<file path="src/rtl/cpu_pkg.sv">
// cpu_pkg: shared definitions for the CPU control path.
//   - Opcode constants (4-bit instruction codes)
//   - ALU and memory micro-op constants (3-bit each)
//   - FSM state enum used by control_seq and exposed on state_out
//   - is_ram_read(): opcodes whose operand is fetched from RAM
package cpu_pkg;

  localparam int OPC_BITS  = 4;
  localparam int ALU_BITS  = 3;
  localparam int MEM_BITS  = 3;
  localparam int WCNT_BITS = 4;

  // Opcodes. Code 0 is the explicit no-operation slot.
  localparam logic [OPC_BITS-1:0] OP_NOP  = 4'd0;
  localparam logic [OPC_BITS-1:0] OP_LDI  = 4'd1;
  localparam logic [OPC_BITS-1:0] OP_LDA  = 4'd2;
  localparam logic [OPC_BITS-1:0] OP_STOA = 4'd3;
  localparam logic [OPC_BITS-1:0] OP_STOB = 4'd4;
  localparam logic [OPC_BITS-1:0] OP_ADD  = 4'd5;
  localparam logic [OPC_BITS-1:0] OP_ADDI = 4'd6;
  localparam logic [OPC_BITS-1:0] OP_ADDC = 4'd7;
  localparam logic [OPC_BITS-1:0] OP_SUB  = 4'd8;
  localparam logic [OPC_BITS-1:0] OP_SUBI = 4'd9;
  localparam logic [OPC_BITS-1:0] OP_SUBC = 4'd10;
  localparam logic [OPC_BITS-1:0] OP_SJMP = 4'd11;
  localparam logic [OPC_BITS-1:0] OP_JMP  = 4'd12;
  localparam logic [OPC_BITS-1:0] OP_BNEZ = 4'd13;
  localparam logic [OPC_BITS-1:0] OP_BEZ  = 4'd14;
  localparam logic [OPC_BITS-1:0] OP_HALT = 4'd15;

  // ALU micro-ops.
  localparam logic [ALU_BITS-1:0] ALU_NOOP     = 3'd0;
  localparam logic [ALU_BITS-1:0] ALU_BUSTOACC = 3'd1;
  localparam logic [ALU_BITS-1:0] ALU_ACCTOBUS = 3'd2;
  localparam logic [ALU_BITS-1:0] ALU_ADD      = 3'd3;
  localparam logic [ALU_BITS-1:0] ALU_ADDC     = 3'd4;
  localparam logic [ALU_BITS-1:0] ALU_SUB      = 3'd5;
  localparam logic [ALU_BITS-1:0] ALU_SUBC     = 3'd6;

  // Memory micro-ops.
  localparam logic [MEM_BITS-1:0] MEM_NOOP     = 3'd0;
  localparam logic [MEM_BITS-1:0] MEM_LDINSTRC = 3'd1;
  localparam logic [MEM_BITS-1:0] MEM_RAMTOBUS = 3'd2;
  localparam logic [MEM_BITS-1:0] MEM_BUSTORAM = 3'd3;
  localparam logic [MEM_BITS-1:0] MEM_IVTOBUS  = 3'd4;
  localparam logic [MEM_BITS-1:0] MEM_SJMP     = 3'd5;
  localparam logic [MEM_BITS-1:0] MEM_JMP      = 3'd6;

  // Sequencer states; the encoding is visible on state_out.
  typedef enum logic [2:0] {
    ST_FETCH  = 3'd0,
    ST_READ   = 3'd1,
    ST_WAIT   = 3'd2,
    ST_EXEC   = 3'd3,
    ST_PAUSE  = 3'd4,
    ST_HALTED = 3'd5
  } state_t;

  // Opcodes that read their operand from RAM (these see the wait states).
  function automatic logic is_ram_read(input logic [OPC_BITS-1:0] opc);
    logic rr;
    case (opc)
      OP_LDA, OP_ADD, OP_ADDC, OP_SUB, OP_SUBC: rr = 1'b1;
      default:                                  rr = 1'b0;
    endcase
    return rr;
  endfunction

endpackage

</file>
<file path="src/rtl/uop_decode.sv">
// uop_decode: combinational opcode-to-micro-op decoder.
// Ports:
//   opcode     in  : current instruction code
//   zero_flag  in  : accumulator zero, resolves BEZ/BNEZ
//   ram_read   out : opcode fetches its operand from RAM
//   exec_alu   out : ALU micro-op for the EXEC cycle
//   exec_mem   out : memory micro-op for the EXEC cycle
//   exec_ce    out : PC count enable in EXEC (0 for taken jumps and HALT)
//   exec_halt  out : opcode is HALT
module uop_decode
  import cpu_pkg::*;
(
  input  logic [OPC_BITS-1:0] opcode,
  input  logic                zero_flag,
  output logic                ram_read,
  output logic [ALU_BITS-1:0] exec_alu,
  output logic [MEM_BITS-1:0] exec_mem,
  output logic                exec_ce,
  output logic                exec_halt
);

  // Decode opcode (and branch condition) into EXEC-cycle controls.
  always_comb begin
    ram_read  = is_ram_read(opcode);
    exec_alu  = ALU_NOOP;
    exec_mem  = MEM_NOOP;
    exec_ce   = 1'b1;
    exec_halt = 1'b0;
    case (opcode)
      OP_LDI:  begin exec_alu = ALU_BUSTOACC; exec_mem = MEM_IVTOBUS;  end
      OP_LDA:  begin exec_alu = ALU_BUSTOACC; exec_mem = MEM_RAMTOBUS; end
      OP_STOA: begin exec_alu = ALU_ACCTOBUS; exec_mem = MEM_BUSTORAM; end
      OP_STOB: begin exec_mem = MEM_BUSTORAM; end
      OP_ADD:  begin exec_alu = ALU_ADD;      exec_mem = MEM_RAMTOBUS; end
      OP_ADDI: begin exec_alu = ALU_ADD;      exec_mem = MEM_IVTOBUS;  end
      OP_ADDC: begin exec_alu = ALU_ADDC;     exec_mem = MEM_RAMTOBUS; end
      OP_SUB:  begin exec_alu = ALU_SUB;      exec_mem = MEM_RAMTOBUS; end
      OP_SUBI: begin exec_alu = ALU_SUB;      exec_mem = MEM_IVTOBUS;  end
      OP_SUBC: begin exec_alu = ALU_SUBC;     exec_mem = MEM_RAMTOBUS; end
      // Jumps load the PC instead of counting it.
      OP_SJMP: begin exec_mem = MEM_SJMP; exec_ce = 1'b0; end
      OP_JMP:  begin exec_alu = ALU_ACCTOBUS; exec_mem = MEM_JMP; exec_ce = 1'b0; end
      OP_BNEZ: begin
        if (!zero_flag) begin
          exec_alu = ALU_ACCTOBUS; exec_mem = MEM_JMP; exec_ce = 1'b0;
        end else begin
          exec_ce = 1'b1;
        end
      end
      OP_BEZ: begin
        if (zero_flag) begin
          exec_alu = ALU_ACCTOBUS; exec_mem = MEM_JMP; exec_ce = 1'b0;
        end else begin
          exec_ce = 1'b1;
        end
      end
      OP_HALT: begin exec_ce = 1'b0; exec_halt = 1'b1; end
      // NOP and any unassigned code behave as a plain no-operation.
      default: begin exec_alu = ALU_NOOP; exec_mem = MEM_NOOP; end
    endcase
  end

endmodule

</file>
<file path="src/rtl/control_seq.sv">
// control_seq: instruction sequencer FSM (FETCH/READ/WAIT/EXEC/PAUSE/HALTED).
// Parameters:
//   OPC_W, ALU_UOP_W, MEM_UOP_W : widths of opcode and micro-op ports
//   RAM_WAIT                    : extra READ cycles for RAM-read opcodes (0..15)
// Ports:
//   clk, reset (sync, active-high)
//   instruction_code in  : current opcode
//   zero_flag        in  : accumulator zero (used in EXEC)
//   mem_ready        in  : memory handshake, low stalls FETCH/READ/WAIT
//   step_mode        in  : single-instruction debug mode
//   step_req         in  : advance one instruction while paused
//   resume           in  : leave HALTED
//   ce               out : PC count enable
//   halt_pc          out : PC halted indicator
//   alu_instruction  out : ALU micro-op
//   mem_instruction  out : memory micro-op
//   state_out        out : current state encoding (debug)
module control_seq
  import cpu_pkg::*;
#(
  parameter int OPC_W     = 4,
  parameter int ALU_UOP_W = 3,
  parameter int MEM_UOP_W = 3,
  parameter int RAM_WAIT  = 0
)(
  input  logic                 clk,
  input  logic                 reset,
  input  logic [OPC_W-1:0]     instruction_code,
  input  logic                 zero_flag,
  input  logic                 mem_ready,
  input  logic                 step_mode,
  input  logic                 step_req,
  input  logic                 resume,
  output logic                 ce,
  output logic                 halt_pc,
  output logic [ALU_UOP_W-1:0] alu_instruction,
  output logic [MEM_UOP_W-1:0] mem_instruction,
  output logic [2:0]           state_out
);

  // Counter runs RAM_WAIT-1 down to 0, giving RAM_WAIT cycles in WAIT.
  localparam bit HAS_WAIT = (RAM_WAIT > 32'sd0);
  localparam logic [WCNT_BITS-1:0] WAIT_LOAD =
    HAS_WAIT ? WCNT_BITS'(RAM_WAIT - 32'sd1) : 4'd0;

  state_t                state_r;
  state_t                state_next_s;
  logic [WCNT_BITS-1:0]  wait_cnt_r;
  logic [WCNT_BITS-1:0]  wait_cnt_next_s;

  logic [OPC_BITS-1:0]   opc_s;
  logic                  ram_read_s;
  logic [ALU_BITS-1:0]   exec_alu_s;
  logic [MEM_BITS-1:0]   exec_mem_s;
  logic                  exec_ce_s;
  logic                  exec_halt_s;
  logic [ALU_BITS-1:0]   alu_s;
  logic [MEM_BITS-1:0]   mem_s;

  assign opc_s = OPC_BITS'(instruction_code);

  uop_decode u_decode (
    .opcode    (opc_s),
    .zero_flag (zero_flag),
    .ram_read  (ram_read_s),
    .exec_alu  (exec_alu_s),
    .exec_mem  (exec_mem_s),
    .exec_ce   (exec_ce_s),
    .exec_halt (exec_halt_s)
  );

  // State and wait-counter registers with synchronous reset.
  always_ff @(posedge clk) begin
    if (reset) begin
      state_r    <= ST_FETCH;
      wait_cnt_r <= 4'd0;
    end else begin
      state_r    <= state_next_s;
      wait_cnt_r <= wait_cnt_next_s;
    end
  end

  // Next-state and wait-counter logic.
  always_comb begin
    state_next_s    = state_r;
    wait_cnt_next_s = wait_cnt_r;
    case (state_r)
      ST_FETCH: begin
        if (mem_ready) state_next_s = ST_READ;
        else           state_next_s = ST_FETCH;
      end
      ST_READ: begin
        if (mem_ready) begin
          if (ram_read_s && HAS_WAIT) begin
            state_next_s    = ST_WAIT;
            wait_cnt_next_s = WAIT_LOAD;
          end else begin
            state_next_s = ST_EXEC;
          end
        end else begin
          state_next_s = ST_READ;
        end
      end
      ST_WAIT: begin
        // Count down unconditionally; only the final cycle needs mem_ready.
        if (wait_cnt_r == 4'd0) begin
          if (mem_ready) state_next_s = ST_EXEC;
          else           state_next_s = ST_WAIT;
        end else begin
          wait_cnt_next_s = wait_cnt_r - 4'd1;
        end
      end
      ST_EXEC: begin
        if (exec_halt_s)    state_next_s = ST_HALTED;
        else if (step_mode) state_next_s = ST_PAUSE;
        else                state_next_s = ST_FETCH;
      end
      ST_PAUSE: begin
        if (step_req || !step_mode) state_next_s = ST_FETCH;
        else                        state_next_s = ST_PAUSE;
      end
      ST_HALTED: begin
        if (resume) state_next_s = ST_FETCH;
        else        state_next_s = ST_HALTED;
      end
      default: begin
        state_next_s    = ST_FETCH;
        wait_cnt_next_s = 4'd0;
      end
    endcase
  end

  // Micro-op, ce and halt outputs from state, opcode and zero_flag.
  always_comb begin
    ce      = 1'b0;
    halt_pc = 1'b0;
    alu_s   = ALU_NOOP;
    mem_s   = MEM_NOOP;
    case (state_r)
      ST_FETCH: mem_s = MEM_LDINSTRC;
      ST_READ, ST_WAIT: begin
        if (ram_read_s) mem_s = MEM_RAMTOBUS;
        else            mem_s = MEM_NOOP;
      end
      ST_EXEC: begin
        alu_s   = exec_alu_s;
        mem_s   = exec_mem_s;
        ce      = exec_ce_s;
        halt_pc = exec_halt_s;
      end
      // The resume cycle counts the PC once so execution steps past HALT.
      ST_HALTED: begin
        halt_pc = 1'b1;
        ce      = resume;
      end
      default: begin
        ce = 1'b0;
      end
    endcase
  end

  assign alu_instruction = ALU_UOP_W'(alu_s);
  assign mem_instruction = MEM_UOP_W'(mem_s);
  assign state_out       = state_r;

endmodule

</file>
<file path="config.mk">
export PLATFORM = sky130hd
export DESIGN_NAME = control_seq
export DESIGN_NICKNAME = d
export VERILOG_FILES = /design/src/rtl/cpu_pkg.sv /design/src/rtl/uop_decode.sv /design/src/rtl/control_seq.sv
export SDC_FILE = /design/constraint.sdc
export NUM_CORES = 1
export LEC_CHECK = 0
export ABC_AREA = 1
export CAP_MARGIN = 20
export CORE_MARGIN = 2
export CORE_UTILIZATION = 48
export CTS_CLUSTER_SIZE = 8
export DETAILED_ROUTE_END_ITERATION = 10
export HOLD_SLACK_MARGIN = 0.08
export PLACE_DENSITY = 0.83
export SLEW_MARGIN = 5
export SYNTH_ARGS = -nofsm -noshare
export SYNTH_HDL_FRONTEND = slang
export SYNTH_SLANG_ARGS = --single-unit
</file>
<file path="constraint.sdc">
create_clock -name clk -period 1.9 [get_ports clk]
set_input_delay 0.285 -clock clk [delete_from_list [all_inputs] [get_ports clk]]
set_output_delay 0.285 -clock clk [all_outputs]
set_load 0.02 [all_outputs]
</file>
---- Yosys cells after proc, flatten, opt, wreduce, memory -nomap -nowiden ----
Cells that the tools add are included.
word-level totals
  output and inout bits ................... 11
  word-level logic and storage cells ...... 68
  bits of input ports ..................... 11
  register bits ........................... 7
cells by class
  add/sub/neg operators ................... 1
  eq/ne operators ......................... 22
  reduce and logical (&&, ||, !) cells .... 15
  bitwise operators ....................... 1
  multiplexer cells ....................... 27
operators with widths
  operator               count
  $eq A4 B4 Y1 const B   8
  $mux W3                8
  $pmux W3 S8            1
  $pmux W3 S7            1
  $pmux W3 S6            1
  $eq A4 B3 Y1 const B   4
  $reduce_or A2 Y1       6
  $reduce_or A5 Y1       2
  $pmux W3 S3            1
  $eq A4 B2 Y1 const B   2
  $mux W2                4
  $pmux W4 S2            1
  $eq A3 B2 Y1 const B   2
  $eq A3 B3 Y1 const B   2
  $mux W1                6
  $reduce_or A3 Y1       2
  $eq A4 B1 Y1 const B   1
  $logic_not A4 Y1       1
  $mux W4                1
  $ne A2 B2 Y1 const B   2
  $pmux W1 S2            2
  $sub A4 B1 Y4 const B  1
  $eq A3 B1 Y1 const B   1
  $logic_not A3 Y1       1
  other kinds (5)        5

---- Depth between registers and ports, before layout ----
Gate-level depths: netlist of run 1.
  depth in word-level cells ............... 5
  gate-level depth with buffers ........... 9
  mapped depth without buffers ............ 9

---- By module ----
A second synthesis of run 1 with hierarchy kept.
unflattened totals
  cell total of the unflattened synthesis .. 131
  area total of the unflattened synthesis .. 684.4 um^2
modules (own cells, without submodules)
  module       cells an instance  seq. area each (um^2)  instances  area an instance (um^2)
  control_seq  78                 140.1                  1          456.7
  uop_decode   53                 0.0                    1          227.7

---- Least setup slack after synthesis of run 1 ----
OpenSTA, ideal clock, no wires.
  kind .................................... register -> output
  from .................................... reg state_r[0] (netlist: state_out[0])
  to ...................................... out alu_instruction[2]
  slack ................................... 447 ps
  arrival ................................. 1168 ps
  path buffers ............................ 0
  stages on the path, launching flop included .. 3
  required time ........................... 1615 ps
  cell sequence ........................... dfxtp_1 > nand3_2 > a31oi_1
between the ends
  word-level cells in the longest chain between the ends .. 2
ends and longest elaborated chain
  what                    line                text
  from (decl)             control_seq.sv:46   state_t state_r;
  from (signal assigned)  control_seq.sv:78   state_r <= state_next_s;
  $eq A3 B2 Y1            control_seq.sv:139  case (state_r)
  $mux W3                 control_seq.sv:139
  to (decl)               control_seq.sv:36   output logic [ALU_UOP_W-1:0] alu_instruction,
No other way between the ends.

---- Final worst setup path of run 1 ----
  from .................................... in instruction_code[2]
  to ...................................... out halt_pc
between the ends
  word-level cells in the longest chain between the ends .. 3
ends and longest elaborated chain
  what          line                text
  from (decl)   control_seq.sv:28   input logic [OPC_W-1:0] instruction_code,
  $eq A4 B4 Y1  uop_decode.sv:29    case (opcode)
  $mux W1       uop_decode.sv:29
  $pmux W1 S2   control_seq.sv:139
  to (decl)     control_seq.sv:35   output logic halt_pc,
No other way between the ends.

==> results.sh, run 1 <==
export IMPL_outcome="finished clean"
export IMPL_clk_insertion_delay_late_ns=0.26
export IMPL_grt_setup_unrepaired="no"
export IMPL_placement_setup_worst_slack_ns=-0.505
export IMPL_drcViolationCount=0
export IMPL_p_per_area_mw_per_mm2=427
export IMPL_setup_worst_path_start_class="input pin"
export IMPL_syn_area_per_cell_um2=5.48
export IMPL_yosysWarningCount=0
export IMPL_p_leak_nw=0.515
export IMPL_slew_headroom_pct=79.4
export IMPL_worst_setup_hold_path_clk_slew_ns=0.05
export IMPL_mostFrequentLayoutCell="sky130_fd_sc_hd__nand2_1"
export IMPL_period_share_pct=93.8
export IMPL_worst_path_largest_cell_delay_ns=0.38
export IMPL_post_cts_setup_buffer_count=0
export IMPL_worstSetupEndpointType="output port"
export IMPL_num_nets_final=174
export IMPL_initial_utilization_pct=51.8
export IMPL_critical_path_cell_count=5
export IMPL_cellInternalPower_mw=0.291
export IMPL_detail_route_wirelength_um=1870
export IMPL_floorplan_rows=13
export IMPL_drt_first_pass_iters=4
export IMPL_number_of_library_cell_types_mapped_by_synthesis=21
export IMPL_routed_wire_length_per_instance_um=10.7
export IMPL_tritoncts="done"
export IMPL_detailed_place_hpwl_um=1490
export IMPL_crit_required_ns=1.62
export IMPL_cts_root_buf="sky130_fd_sc_hd__clkbuf_4"
export IMPL_finalNonFillerCells=175
export IMPL_worst_hold_path_type="reg2reg"
export IMPL_crit_fanout=8
export IMPL_place_area_um2=996
export IMPL_crit_chain="dlygate4sd2_1 > nand2_1 > nor3_1 > or2_1 > clkdlybuf4s15_1"
export IMPL_detail_route_vias_per_cell=5.11
export IMPL_final_setup_viol_count=0
export IMPL_place_inst=171
export IMPL_comb_power_share_pct=30.5
export IMPL_commonest_non_fill_non_tap_cells_in_the_layout="33 x sky130_fd_sc_hd__nand2_1, 23 x sky130_fd_sc_hd__nor2_1, 13 x sky130_fd_sc_hd__buf_4"
export IMPL_critPathBufInv=2
export IMPL_n_antenna_cell=0
export IMPL_slowest_stage_cell_on_the_critical_path="sky130_fd_sc_hd__dlygate4sd2_1"
export IMPL_critical_path_reg2reg_startpoint="wait_cnt_r[0]"
export IMPL_yosys_mux_area_fraction_pct=0
export IMPL_synth_compound_area_share_pct=15.2
export IMPL_worst_slew_pin_transition_ns=0.309
export IMPL_grt_max_degree=9
export IMPL_grt_ovfl_total=0
export IMPL_post_layout_minimum_cycle_time_ns=1.78
export IMPL_setup_worst_path_class="in2out"
export IMPL_synth_xor_area_share_pct=0
export IMPL_cts_max_level=1
export IMPL_syn_inst=123
export IMPL_hold_path_depth=2
export IMPL_grt_antenna_before_repair=0
export IMPL_final_design_area_no_fill_mm2=0.00101
export IMPL_irDropWorstVdd_uv=400
export IMPL_seq_total_area_yosys_pct=20.8
export IMPL_layout_core_utilization_pct=77.7
export IMPL_share_seq_of_total_power_pct=36.7
export IMPL_clock_skew_ns=0.00828
export IMPL_core_area_mm2=0.00130
export IMPL_net_switching_power_mw=0.141
export IMPL_cts_hold_buf=0
export IMPL_cts_buffers=3
export IMPL_die_x_um=41.5
export IMPL_final_setup_worst_slack_ns=0.117
export IMPL_post_synth_instance_area_um2=674
export IMPL_grt_pass1_vias=807
export IMPL_cts_buffer_depth=2
export IMPL_synth_adder_area_share_pct=3.71
export IMPL_synth_top_family_by_area="simple AND/OR/NAND/NOR gates"
export IMPL_die_y_um=41.5
export IMPL_gp_congestion=1.00
export IMPL_timing_critical_path_arrival_ns=1.50
export IMPL_pwr_share_clk_pct=32.8
export IMPL_num_io_pins=22
export IMPL_design_die_area_mm2=0.00172
export IMPL_worst_hold_startpoint="wait_cnt_r[0]"
export IMPL_detailedRoute_firstIterationViolations=29
export IMPL_grt_pass1_wl_um=3170
export IMPL_place_port_buffers=21
export IMPL_worstRegToRegCells=7
export IMPL_via_count=895
export IMPL_syn2layout_area_growth_pct=49.9
export IMPL_critPathLaunch="instruction_code[2]"
export IMPL_hold_violations=0
export IMPL_ant_nets=0
export IMPL_numClockSinks=7
export IMPL_syn_nets=136
export IMPL_synth_ff_latch_count=7
export IMPL_clock_fmax_ghz=0.561
export IMPL_timing_max_cap_violations=0
export IMPL_cp_top_family="buffers and inverters"
export IMPL_finalMaxSlewViolations=0
export IMPL_synth_area_in_simple_gates_pct=49.5
export IMPL_ratio_of_cells_with_drive_above_1_in_the_final_layout_pct=23.1
export IMPL_switching_share_pct=32.6
export IMPL_groute_usage_overall_pct=23.3
[tightest hold or removal path, cell delays in order, from the launching register on]
cell,delay (ns)
sky130_fd_sc_hd__dfxtp_1,0.31
sky130_fd_sc_hd__nand2_1,0.06
sky130_fd_sc_hd__a21oi_1,0.05
[registers in the layout, summed over array words and instances, names as in the netlist]
signal	cells
wait_cnt_r	4
state_out	3
[power groups by stage]
stage	Combinational, mW	Clock, mW	Sequential, mW
final	0.132	0.142	0.159
after global routing	0.145	0.156	0.159
after CTS	0.129	0.142	0.158
after detailed placement	0.134	0	0.161
after global placement	0.133	0	0.161
after floorplan	0.0615	0	0.164
[path summary, 6_finish.rpt]
path | to | slack, ns
setup / recovery | halt_pc | 0.12
hold / removal | wait_cnt_r[0] | 0.47
setup reg to reg | wait_cnt_r[3] | 0.71
hold reg to reg | wait_cnt_r[0] | 0.47
[kinds of logic after synthesis]
| logic type | Yosys count |
|---|---|
| DFF | 7 |
| and+or+nand+nor | 76 |
| AOI/OAI and AO/OA | 19 |
| adders and majority gates | 2 |
| buffers and inverters | 19 |
[cell usage after synthesis]
master,instances,share of area (%)
sky130_fd_sc_hd__nand2_1,34,19
sky130_fd_sc_hd__nor2_1,24,13
sky130_fd_sc_hd__inv_1,12,6.7
sky130_fd_sc_hd__nand3_1,9,6.7
sky130_fd_sc_hd__a21oi_1,7,5.2
sky130_fd_sc_hd__dfxtp_1,7,21
sky130_fd_sc_hd__inv_2,6,3.3
sky130_fd_sc_hd__o21ai_0,4,3.0
sky130_fd_sc_hd__o21ai_1,4,3.0
sky130_fd_sc_hd__a31oi_1,2,1.9
sky130_fd_sc_hd__ha_1,2,3.7
sky130_fd_sc_hd__nand4_1,2,1.9
sky130_fd_sc_hd__nor3_1,2,1.5
sky130_fd_sc_hd__buf_2,1,0.74
sky130_fd_sc_hd__nand2_2,1,0.93
sky130_fd_sc_hd__nand3_2,1,1.5
sky130_fd_sc_hd__nor3_2,1,1.5
sky130_fd_sc_hd__nor3_4,1,2.4
sky130_fd_sc_hd__o211ai_1,1,1.1
sky130_fd_sc_hd__o31ai_1,1,1.1
sky130_fd_sc_hd__or2_1,1,0.93
[final cells by class]
class | instances | area (um^2)
Clock buffer | 4 | 26.3
Multi-Input combinational cell | 97 | 475
Timing Repair Buffer | 34 | 282
Sequential cell | 7 | 141
Fill cell | 117 | 290
Inverter | 18 | 67.6
Tap cell | 15 | 18.8
[layer usage]
metal,part of all wire [%],GRT usage [%]
met5,0,0
met4,0.80,5.81
met3,6.1,6.52
met2,46,37.5
met1,47,30.6
[metrics by stage]
step,power (mW),hold WS (ns),setup TNS (ns)
floorplan,0.226,0.354,0
global placement,0.294,0.454,-3.18
detailed placement,0.295,0.462,-3.37
CTS,0.429,0.470,0
global route,0.460,0.489,0
finish,0.432,0.466,0
[repair_timing]
| action | CTS | global route |
|---|---|---|
| resized for setup | 31 | 7 |
| pin swaps | 0 | 1 |
| endpoints found under the setup margin | 8 | 8 |
Power figures use the tool's default switching activity.
==> run 2, diff against run 1 <==
--- a/config.mk
+++ b/config.mk
@@ -7,7 +7,6 @@
 export LEC_CHECK = 0
 export ABC_AREA = 1
 export CAP_MARGIN = 20
-export CORE_MARGIN = 2
 export CORE_UTILIZATION = 48
 export CTS_CLUSTER_SIZE = 8
 export DETAILED_ROUTE_END_ITERATION = 10
==> run 2 against run 1 <==
Clock skew fell by 0.0058 ns. Hold slack worse by 0.0027 ns. Global-route usage increased by 2.8 points. Critical path type unchanged. Critical path depth rose by 2. Highest routed layer is now met3. Critical endpoint is now alu_instruction[1]. Total power down 2.6%. Sequential cell count is the same. Count of clock-buffer cells in the layout did not move.
==> results.sh, run 2 (synthesis gave the netlist of run 1 again) <==
export IMPL_worst_hold_startpoint="wait_cnt_r[0]"
export IMPL_worstSetupEndpointType="output port"
export IMPL_num_io_pins=22
export IMPL_timing_max_cap_violations=0
export IMPL_die_y_um=39.5
export IMPL_grt_antenna_before_repair=0
export IMPL_detail_route_vias_per_cell=5.21
export IMPL_largest_register="wait_cnt_r"
export IMPL_worst_slew_pin_transition_ns=0.255
export IMPL_hold_path_depth=2
export IMPL_via_count=902
export IMPL_groute_usage_overall_pct=26.1
export IMPL_routed_wire_length_per_instance_um=10.5
export IMPL_grt_setup_unrepaired="no"
export IMPL_num_nets_final=172
export IMPL_largest_register_ffs=4
export IMPL_initial_utilization_pct=51.8
export IMPL_design_die_area_mm2=0.00156
export IMPL_grt_ovfl_total=0
export IMPL_gp_congestion=0.946
export IMPL_ff2ff_setup_slack_ns=0.65
export IMPL_grt_pass1_vias=710
export IMPL_finalNonFillerCells=173
export IMPL_cts_hold_buf=0
export IMPL_commonest_non_fill_non_tap_cells_in_the_layout="33 x sky130_fd_sc_hd__nand2_1, 22 x sky130_fd_sc_hd__nor2_1, 12 x sky130_fd_sc_hd__inv_1"
export IMPL_timing_critical_path_arrival_ns=1.50
export IMPL_grt_pass1_wl_um=2820
export IMPL_worst_setup_hold_path_clk_slew_ns=0.05
export IMPL_worstRegToRegCells=7
export IMPL_ant_nets=0
export IMPL_syn2layout_area_growth_pct=48.6
export IMPL_critical_path_reg2reg_startpoint="wait_cnt_r[0]"
export IMPL_post_cts_setup_buffer_count=0
export IMPL_slew_headroom_pct=83.0
export IMPL_post_layout_minimum_cycle_time_ns=1.79
export IMPL_p_leak_nw=0.493
export IMPL_die_x_um=39.5
export IMPL_clock_skew_ns=0.00253
export IMPL_irDropWorstVdd_uv=297
export IMPL_worst_hold_path_type="reg2reg"
export IMPL_hold_ws_ns=0.463
export IMPL_period_share_pct=94.0
export IMPL_cts_buffer_depth=2
export IMPL_detail_route_wirelength_um=1820
export IMPL_grt_max_degree=7
export IMPL_n_antenna_cell=0
export IMPL_worstReg2RegEnd="wait_cnt_r[3]"
export IMPL_detailedRoute_firstIterationViolations=20
export IMPL_cts_max_level=1
export IMPL_p_per_area_mw_per_mm2=420
export IMPL_floorplan_rows=13
export IMPL_layout_core_utilization_pct=77.0
export IMPL_numClockSinks=7
export IMPL_final_setup_tns_ns=0
export IMPL_finalMaxSlewViolations=0
export IMPL_detailed_place_hpwl_um=1490
export IMPL_setup_worst_path_class="in2out"
export IMPL_tritoncts="done"
export IMPL_post_cts_resized_instances=29
export IMPL_nFillCells=116
export IMPL_outcome="finished clean"
export IMPL_crit_fanout=3
export IMPL_place_inst=169
export IMPL_drcViolationCount=0
export IMPL_crit_required_ns=1.62
export IMPL_hold_violations=0
export IMPL_setup_worst_path_start_class="input pin"
export IMPL_ratio_of_cells_with_drive_above_1_in_the_final_layout_pct=20.9
export IMPL_cts_buffers=3
export IMPL_final_setup_viol_count=0
export IMPL_mostFrequentLayoutCell="sky130_fd_sc_hd__nand2_1"
export IMPL_min_to="wait_cnt_r[0]"
export IMPL_drt_first_pass_iters=4
export IMPL_clk_insertion_delay_late_ns=0.25
export IMPL_clock_fmax_ghz=0.560
export IMPL_core_area_mm2=0.00130
export IMPL_place_port_buffers=21
export IMPL_cts_root_buf="sky130_fd_sc_hd__clkbuf_4"
-- run 2: changes by cell type in the layout (fill, tap and decap cells not counted), sizes merged --
cell,previous run,this run
buf,17,12
dlymetal6s2s,1,0
dlygate4sd2,4,6
clkdlybuf4s15,2,4
-- run 2: cell type report --
type / instances / area [um^2] / share of cell area, %
multi-input cells: 97 / 469 / 46.8
repair buffers: 32 / 280 / 28.0
flip-flops and latches: 7 / 140 / 14.0
inverters: 18 / 67.6 / 6.74
clock buffers: 4 / 26.3 / 2.62
well taps: 15 / 18.8 / 1.87
-- run 2: through the flow --
| stage | worst slack (ns) | cell area [um^2] | total power [mW] |
|---|---|---|---|
| 3_3_place_gp | -0.429 | 981 | 0.292 |
| 4_1_cts | 0.112 | 1010 | 0.422 |
| 5_1_grt | 0.00852 | 1000 | 0.450 |
| 2_1_floorplan | 0.447 | 674 | 0.226 |
| 3_5_place_dp | -0.462 | 981 | 0.294 |
| 6_report | 0.114 | 1000 | 0.421 |
-- run 2: worst max path at each step --
stage                        startpoint                 end  slack [ns]  cells after the start
floorplan                  state_out[0]  alu_instruction[2]        0.45                      2
global placement    instruction_code[0]  mem_instruction[0]       -0.43                      8
detailed placement  instruction_code[2]  mem_instruction[2]       -0.46                      8
CTS                           zero_flag  mem_instruction[2]        0.11                      8
global route               state_out[0]             halt_pc       0.009                      5
finish                        zero_flag  alu_instruction[1]        0.11                      7
-- run 2: metal layers --
layer  share of wire [%]  GRT usage [%]  up-vias  wire, um
li1                    -              -      476         -
met1                  47           34.2      402       848
met2                  49           45.9       24       894
met3                 4.1           5.11        0        74
met4                   0              0        0         0
met5                   0              0        -         0
-- run 2: critical path, stage by stage --
cell	delay, ns
sky130_fd_sc_hd__clkdlybuf4s50_1	0.48
sky130_fd_sc_hd__inv_1	0.07
sky130_fd_sc_hd__o21ai_1	0.21
sky130_fd_sc_hd__nand2_1	0.07
sky130_fd_sc_hd__nor2_1	0.10
sky130_fd_sc_hd__nor2_1	0.05
sky130_fd_sc_hd__clkdlybuf4s15_2	0.24
-- run 2: power breakdown --
group | switching, mW | internal [mW]
combinational | 0.0741 | 0.0594
clock | 0.0528 | 0.0800
sequential | 0.00401 | 0.150
total | 0.131 | 0.290
